--- src/rtl/sm_arith_pkg.sv ---
// Shared types and helpers for the sign-magnitude add/subtract unit.
// Operand layout: [SM_SIGN_POS] = sign (1 = negative), low SM_MAG_W bits = magnitude.
package sm_arith_pkg;

    localparam int   SM_MAG_W    = 7;
    localparam int   SM_SIGN_POS = SM_MAG_W;

    localparam logic OP_ADD = 1'b0;
    localparam logic OP_SUB = 1'b1;

    typedef struct packed {
        logic                sign_a;
        logic                sign_b_eff;
        logic [SM_MAG_W-1:0] mag_a;
        logic [SM_MAG_W-1:0] mag_b;
        logic                a_ge_b;
    } sm_s1_t;

    // Sign of a sign-magnitude value with -0 folded onto +0.
    function automatic logic sm_sign_of(input logic [SM_MAG_W:0] v);
        return v[SM_SIGN_POS] & (|v[SM_SIGN_POS-1:0]);
    endfunction

endpackage

--- src/rtl/sm_mag_cmp.sv ---
// Combinational unsigned magnitude comparator: o_a_ge_b = (i_mag_a >= i_mag_b).
module sm_mag_cmp #(
    parameter int W = 7
) (
    input  logic [W-1:0] i_mag_a,
    input  logic [W-1:0] i_mag_b,
    output logic         o_a_ge_b
);

    assign o_a_ge_b = (i_mag_a >= i_mag_b);

endmodule

--- src/rtl/sm_addsub_unit.sv ---
// Two-stage sign-magnitude adder/subtractor with valid/ready on both sides.
// Build option SM_ADDSUB_SAT_EN: saturate the magnitude on overflow instead of wrapping.
module sm_addsub_unit
    import sm_arith_pkg::*;
#(
    parameter int MAG_W = SM_MAG_W
) (
    input  logic             clk,
    input  logic             rst_n,
    input  logic             in_valid,
    output logic             in_ready,
    input  logic             in_op,
    input  logic [MAG_W:0]   in_a,
    input  logic [MAG_W:0]   in_b,
    output logic             out_valid,
    input  logic             out_ready,
    output logic [MAG_W:0]   out_result,
    output logic             out_zero,
    output logic             out_neg,
    output logic             out_ovf
);

    // Handshake: a beat moves on a side when valid && ready are both high at
    // the rising edge; valid never waits on ready, and data is held while
    // valid is high and ready is low.

    logic             r_s1_valid;
    sm_s1_t           r_s1;
    logic             r_s2_valid;
    logic [MAG_W:0]   r_out_result;
    logic             r_out_zero;
    logic             r_out_neg;
    logic             r_out_ovf;

    logic             w_s2_load;
    logic             w_s1_free;
    logic             w_a_ge_b;
    sm_s1_t           w_s1_next;
    logic [MAG_W:0]   w_sum;
    logic             w_same;
    logic [MAG_W-1:0] w_mag;
    logic             w_sign;
    logic             w_ovf;
    logic             w_zero;
    logic             w_neg;

    assign w_s2_load = r_s1_valid && (!r_s2_valid || out_ready);
    assign w_s1_free = !r_s1_valid || w_s2_load;
    assign in_ready  = w_s1_free;

    sm_mag_cmp #(
        .W (MAG_W)
    ) u_mag_cmp (
        .i_mag_a  (in_a[MAG_W-1:0]),
        .i_mag_b  (in_b[MAG_W-1:0]),
        .o_a_ge_b (w_a_ge_b)
    );

    // Subtraction is addition with B's sign flipped; -0 inputs become +0.
    always_comb begin
        w_s1_next            = '0;
        w_s1_next.sign_a     = sm_sign_of(in_a);
        w_s1_next.sign_b_eff = sm_sign_of({in_b[MAG_W] ^ (in_op == OP_SUB), in_b[MAG_W-1:0]});
        w_s1_next.mag_a      = in_a[MAG_W-1:0];
        w_s1_next.mag_b      = in_b[MAG_W-1:0];
        w_s1_next.a_ge_b     = w_a_ge_b;
    end

    assign w_sum  = {1'b0, r_s1.mag_a} + {1'b0, r_s1.mag_b};
    assign w_same = (r_s1.sign_a == r_s1.sign_b_eff);

    always_comb begin
        w_mag  = '0;
        w_sign = 1'b0;
        w_ovf  = 1'b0;
        if (w_same) begin
            w_sign = r_s1.sign_a;
            w_ovf  = w_sum[MAG_W];
            w_mag  = w_sum[MAG_W-1:0];
`ifdef SM_ADDSUB_SAT_EN
            if (w_ovf) begin
                w_mag = '1;
            end
`endif
        end else if (r_s1.a_ge_b) begin
            w_sign = r_s1.sign_a;
            w_mag  = r_s1.mag_a - r_s1.mag_b;
        end else begin
            w_sign = r_s1.sign_b_eff;
            w_mag  = r_s1.mag_b - r_s1.mag_a;
        end
    end

    // A zero magnitude is always reported as +0, even after a wrapping overflow.
    assign w_zero = (w_mag == '0);
    assign w_neg  = w_sign && !w_zero;

    always_ff @(posedge clk or negedge rst_n) begin
        if (!rst_n) begin
            r_s1_valid   <= 1'b0;
            r_s1         <= '0;
            r_s2_valid   <= 1'b0;
            r_out_result <= '0;
            r_out_zero   <= 1'b0;
            r_out_neg    <= 1'b0;
            r_out_ovf    <= 1'b0;
        end else begin
            if (w_s1_free) begin
                r_s1_valid <= in_valid;
                if (in_valid) begin
                    r_s1 <= w_s1_next;
                end
            end
            if (w_s2_load) begin
                r_s2_valid   <= 1'b1;
                r_out_result <= {w_neg, w_mag};
                r_out_zero   <= w_zero;
                r_out_neg    <= w_neg;
                r_out_ovf    <= w_ovf;
            end else if (out_ready) begin
                r_s2_valid <= 1'b0;
            end
        end
    end

    assign out_valid  = r_s2_valid;
    assign out_result = r_out_result;
    assign out_zero   = r_out_zero;
    assign out_neg    = r_out_neg;
    assign out_ovf    = r_out_ovf;

endmodule

--- config.mk ---
export PLATFORM = sky130hd
export DESIGN_NAME = sm_addsub_unit
export DESIGN_NICKNAME = d
export VERILOG_FILES = /design/src/rtl/sm_arith_pkg.sv /design/src/rtl/sm_mag_cmp.sv /design/src/rtl/sm_addsub_unit.sv
export SDC_FILE = /design/constraint.sdc
export NUM_CORES = 1
export LEC_CHECK = 0
export ABC_AREA = 1
export CORE_ASPECT_RATIO = 0.75
export CORE_UTILIZATION = 45
export DETAILED_ROUTE_END_ITERATION = 10
export PLACE_DENSITY_LB_ADDON = 0.05
export SYNTH_ARGS = -nofsm -noshare
export SYNTH_HDL_FRONTEND = slang
export SYNTH_SLANG_ARGS = --single-unit
--- constraint.sdc ---
create_clock -name clk -period 2.45 [get_ports clk]
set_input_delay 0.6125 -clock clk [delete_from_list [all_inputs] [get_ports clk]]
set_output_delay 0.6125 -clock clk [all_outputs]
set_load 0.01 [all_outputs]
After elaboration in Yosys (flattened, before gate mapping). Cells that the tools add are included.

Register bits after elaboration: 30. Input port bits: 21. Output and inout port bits: 13. Logic and storage cells: 38.

Add/sub/neg operators: 3. Order comparisons: 1. Equal/unequal tests: 1. Mux-type cells: 7. Bitwise logic cells: 3. Reduce and logical (&&, ||, !) cells: 12.

Operators with widths (count): 7-bit two-way mux (2); 7-bit OR reduction (2); 7-bit subtractor (2); 7-bit by 7-bit adder with 8-bit output (1); 7-bit >= comparator (1); 7-bit zero test (1); 1-bit two-way mux (5); 1-bit zero test (3); 1-bit AND (2); 1-bit logical AND (2); 1-bit logical OR (2); 2-bit AND reduction (1); 2-bit nonzero test (1); 1-bit == test (1); 1-bit XOR (1).

Depth between registers and ports, before layout.
Depth in word-level cells: 6. Depth in mapped cells: 17. Mapped depth without buffers: 16.

Cells and area by module. From an unflattened synthesis, not the netlist that was laid out.

Cell total of the unflattened synthesis: 308. Area, all modules: 2212.1 µm².

By module, submodules not included: sm_addsub_unit (instances 1, cells each 274, area each 2016.9 µm², seq. area each 725.7 µm²); sm_mag_cmp (instances 1, cells each 34, area each 195.2 µm², seq. area each 0.0 µm²).

Worst setup path after synthesis. OpenSTA, ideal clock, no wires.

Kind: register to register. From: register r_s1[2] (netlist name). To: register r_out_result[7], in the netlist out_result[7]. Setup time: 0.116 ns. Arrival time: 1.782 ns. Setup slack: 0.552 ns. Stages on the path, launching flop included: 14. Buffers on the path: 0. Clock period less this slack: 1.898 ns. Path through: dfrtp_1 -> inv_1 -> fa_1 -> nand2_1 -> nand2_1 -> nand2_1 -> o21ai_1 -> nand2_1 -> nor2_1 -> nand2_1 -> nor2_2 -> nand3_1 -> nand2_1 -> nand2_1.

Word-level cells in the longest chain between the ends: 6. Elaborated cells on any way between the ends: 8.

RTL lines: from (decl) (line sm_addsub_unit.sv:28) `sm_s1_t r_s1;`; from (signal assigned) (line sm_addsub_unit.sv:111) `r_s1 <= w_s1_next;`; 7-bit subtractor (on tied branches) (line sm_addsub_unit.sv:90, sm_addsub_unit.sv:87); 7-bit two-way mux (line sm_addsub_unit.sv:85) `end else if (r_s1.a_ge_b) begin`; 7-bit two-way mux (*) (line sm_addsub_unit.sv:76) `if (w_same) begin`; 7-bit zero test (*) (line sm_addsub_unit.sv:95) `assign w_zero = (w_mag == '0);`; 1-bit zero test (*) (line sm_addsub_unit.sv:96) `assign w_neg = w_sign && !w_zero;`; 1-bit logical AND (*) (line sm_addsub_unit.sv:96); to (signal assigned) (line sm_addsub_unit.sv:116) `r_out_result <= {w_neg, w_mag};`; to (decl) (line sm_addsub_unit.sv:30) `logic [MAG_W:0] r_out_result;`.

Every way passes the cells marked *; elsewhere a longest branch is shown, timed or not. A chain may end at the register's enable or synchronous reset.

Worst setup path after layout.
From: input out_ready. To: output in_ready.

Word-level cells in the longest chain between the ends: 3.

RTL lines: from (decl) (line sm_addsub_unit.sv:16) `input logic out_ready,`; 1-bit logical OR (line sm_addsub_unit.sv:47) `assign w_s2_load = r_s1_valid && (!r_s2_valid || out_ready);`; 1-bit logical AND (line sm_addsub_unit.sv:47); 1-bit logical OR (line sm_addsub_unit.sv:48) `assign w_s1_free = !r_s1_valid || w_s2_load;`; to (decl) (line sm_addsub_unit.sv:11) `output logic in_ready,`.

Every way passes these cells.

==> flow_summary.ini <==
[status]
status = complete, no violations

[setup_path]
start_kind = input port
critPathArrivalTime_ns = 1.73
cp_num_buf_inv = 3
critPathMostFrequentCell = clkdlybuf4s50_1
cp_slowest_cell = clkdlybuf4s50_1
crit_type = in -> out
path_cells = clkdlybuf4s50_1 -> inv_1 -> nand3_1 -> clkdlybuf4s50_1
end_kind = output port
slowest_delay_ns = 0.54
worst_ep_required_time_ns = 1.84
cp_max_fo = 2
path_delay_family = buffers and inverters

[layout]
layout-drive-gt1-share_pct = 5.183
antennaDiodeCount = 0
final_cell_count_no_fill = 385
utilization_pct = 58.22
synthToLayoutAreaGrowth_pct = 22.34
final_nets = 377
final_common_cell = nand2_1
final_cell_mix = 96 x nand2_1, 40 x inv_1, 33 x clkdlybuf4s50_1

[logic_synthesis]
yosysUniqueCellTypes = 28
synth_xor_area_share_pct = 2.792
synth_top_family_by_area = simple AND/OR/NAND/NOR gates
syn_inst = 290
synth_area_sq_um = 2151
synth_adder_area_share_pct = 17.92
synthMuxAreaShare_pct = 0
yosysTopAreaCell = dfrtp_1
syn_nets = 340
ys_top_cells_by_area = dfrtp_1 34%, nand2_1 17%, ha_1 15%, inv_1 7.0%, o21ai_0 5.6%
synth_top_area_share_pct = 33.74
synth_compound_area_share_pct = 10.24
synth-seq-cells = 29
yosys_warnings = 0
ys_seq_area_share_pct = 33.74
postSynthAreaPerCell_sq_um = 7.417
synth_simple_gate_area_share_pct = 26.06

[global_routing]
antenna_found_initial = 0
grt_pass1_wl_mm = 7.900
grt_max_degree = 30
groute.usage.overall_pct = 21.19
grt_pass1_vias = 1793
gr-total-overflow = 0

[sta]
slew_headroom_pct = 71.17
hold_viol_final = 0
slew_violations = 0
fin_worst_skew_ns = 0.007115
fmax_mhz = 426.6
setup_viol_count_final = 0
tightest_slew_ns = 0.4322
finalCritPeriodShare_pct = 95.67
timing.final.ws_setup_ns = 0.1061
min_period_ns = 2.344
finalSetupTns_ns = 0
rsz0062_at_grt = no

[power_and_ir_drop]
pwr-share-comb_pct = 47.4
power_density_nw_per_um2 = 778.7
seq_power_share_pct = 33.6
p_int_w = 0.001228
switching_share_pct = 40.05
total_power_w = 0.002049
p_clk_share_pct = 19.1
total_leakage_power_nw = 1.392
p_switching_w = 0.0008207
ir_drop_uv = 388.3

[floorplan]
fp.dieH_um = 61.87
fp.dieArea_sq_um = 5063
die_w_um = 81.83
start_util_pct = 47.59
core-area_sq_um = 4519
io_pins = 34
core.rowCount = 21

[route]
routedWlPerCell_um = 11.94
dr_total_vias = 1870
vias_per_cell = 4.857
dr.pass1.iters = 4
wl_mm = 4.597
remaining_drc_errors = 0
antenna_left = 0
drt_iter0_markers = 82

[placement]
port_buffers = 33
dp_slack_ns = 0.1049
place.gp.congestion = 0.8712
dp.cells = 377
dp_hpwl_mm = 3.741

[clock_tree]
hold_buffers = 0
clock-sinks = 29
cts_tree = done
h-tree-depth = 2
clockRootBuffer = clkbuf_8
path_clk_slew_ns = 0.07
clockBufferDepth = 2
cts_resized = 0
cts_setup_buffers = 0
numCtsBuffers = 5
clkLatencyLatePin_ns = 0.28

[flow_run]
maxCapViolations = 0

[hold_path]
hold_class = reg -> reg
## registers in the layout, summed over array words and instances (netlist names)
signal and count:
out_ovf 1, r_s1 17, out_valid 1, out_result 8, out_zero 1, r_s1_valid 1
## layout make-up
class	count	area, sq um
fill	434	1888
multi-input combinational	212	1226
sequential	29	725.7
timing repair buffer	38	367.9
inverter	41	153.9
tap	57	71.32
clock buffer	5	68.82
clock inverter	3	17.52
## logic make-up after synthesis
| logic type | after synthesis |
|---|---|
| DFF | 29 |
| xor gates and xnor gates | 6 |
| AOI/OAI and AO/OA | 42 |
| adders and majority gates | 29 |
| buffers and inverters | 49 |
| and+or+nand+nor | 135 |
## cell usage after synthesis, drive strengths merged
cell type / n
clkbuf: 3
nand3: 21
a21o: 1
a31oi: 2
dfrtp: 29
inv: 41
nor4: 2
o21ai: 25
nand4: 4
a21oi: 12
ha: 26
nor3: 1
nor2: 10
xor2: 3
xnor2: 3
o211ai: 1
o21bai: 1
buf: 5
nand3b: 1
fa: 3
nand2: 96
## tightest hold or removal path, stage by stage (launching register included)
cell and delay, ns:
dfrtp_1 0.35, nand2_1 0.05, nand2_1 0.05
## per-stage QoR
stage	instance area, sq um	hold WS (ns)
2_1_floorplan	2151	0.3169
3_3_place_gp	2545	0.4674
3_5_place_dp	2545	0.4714
4_1_cts	2631	0.4889
5_1_grt	2631	0.5170
6_report	2631	0.4864
## worst paths after layout
path	startpoint	to	slack, ns	cells past startpoint
worst max-delay path	out_ready	in_ready	0.11	4
worst min-delay path	out_zero$_DFFE_PN0P_	out_zero$_DFFE_PN0P_	0.49	2
worst max register to register	r_s1[3]$_DFFE_PN0P_	out_result[7]$_DFFE_PN0P_	0.24	13
worst min register to register	out_zero$_DFFE_PN0P_	out_zero$_DFFE_PN0P_	0.49	2
max in group asynchronous	rst_n	r_s1[12]$_DFFE_PN0P_	1.46	2
min in group asynchronous	rst_n	r_s1[1]$_DFFE_PN0P_	0.71	2
## power groups by stage
stage               Sequential [W]  Combinational [W]  Clock [W]
floorplan                 0.000712           0.000613          0
global placement          0.000693           0.000967          0
detailed placement        0.000699           0.000974          0
CTS                       0.000690           0.000978   0.000401
global route              0.000709            0.00113   0.000419
finish                    0.000688           0.000970   0.000391
## metal layers
metal | global-route usage [%] | vias up | routed length, um
met3 | 4.526 | 4 | 142
met2 | 34.00 | 34 | 1906
met1 | 28.65 | 836 | 2515
met5 | 0 | - | 0
li1 | - | 996 | -
met4 | 7.268 | 0 | 31
No activity file was read; power rests on OpenSTA's default activity.
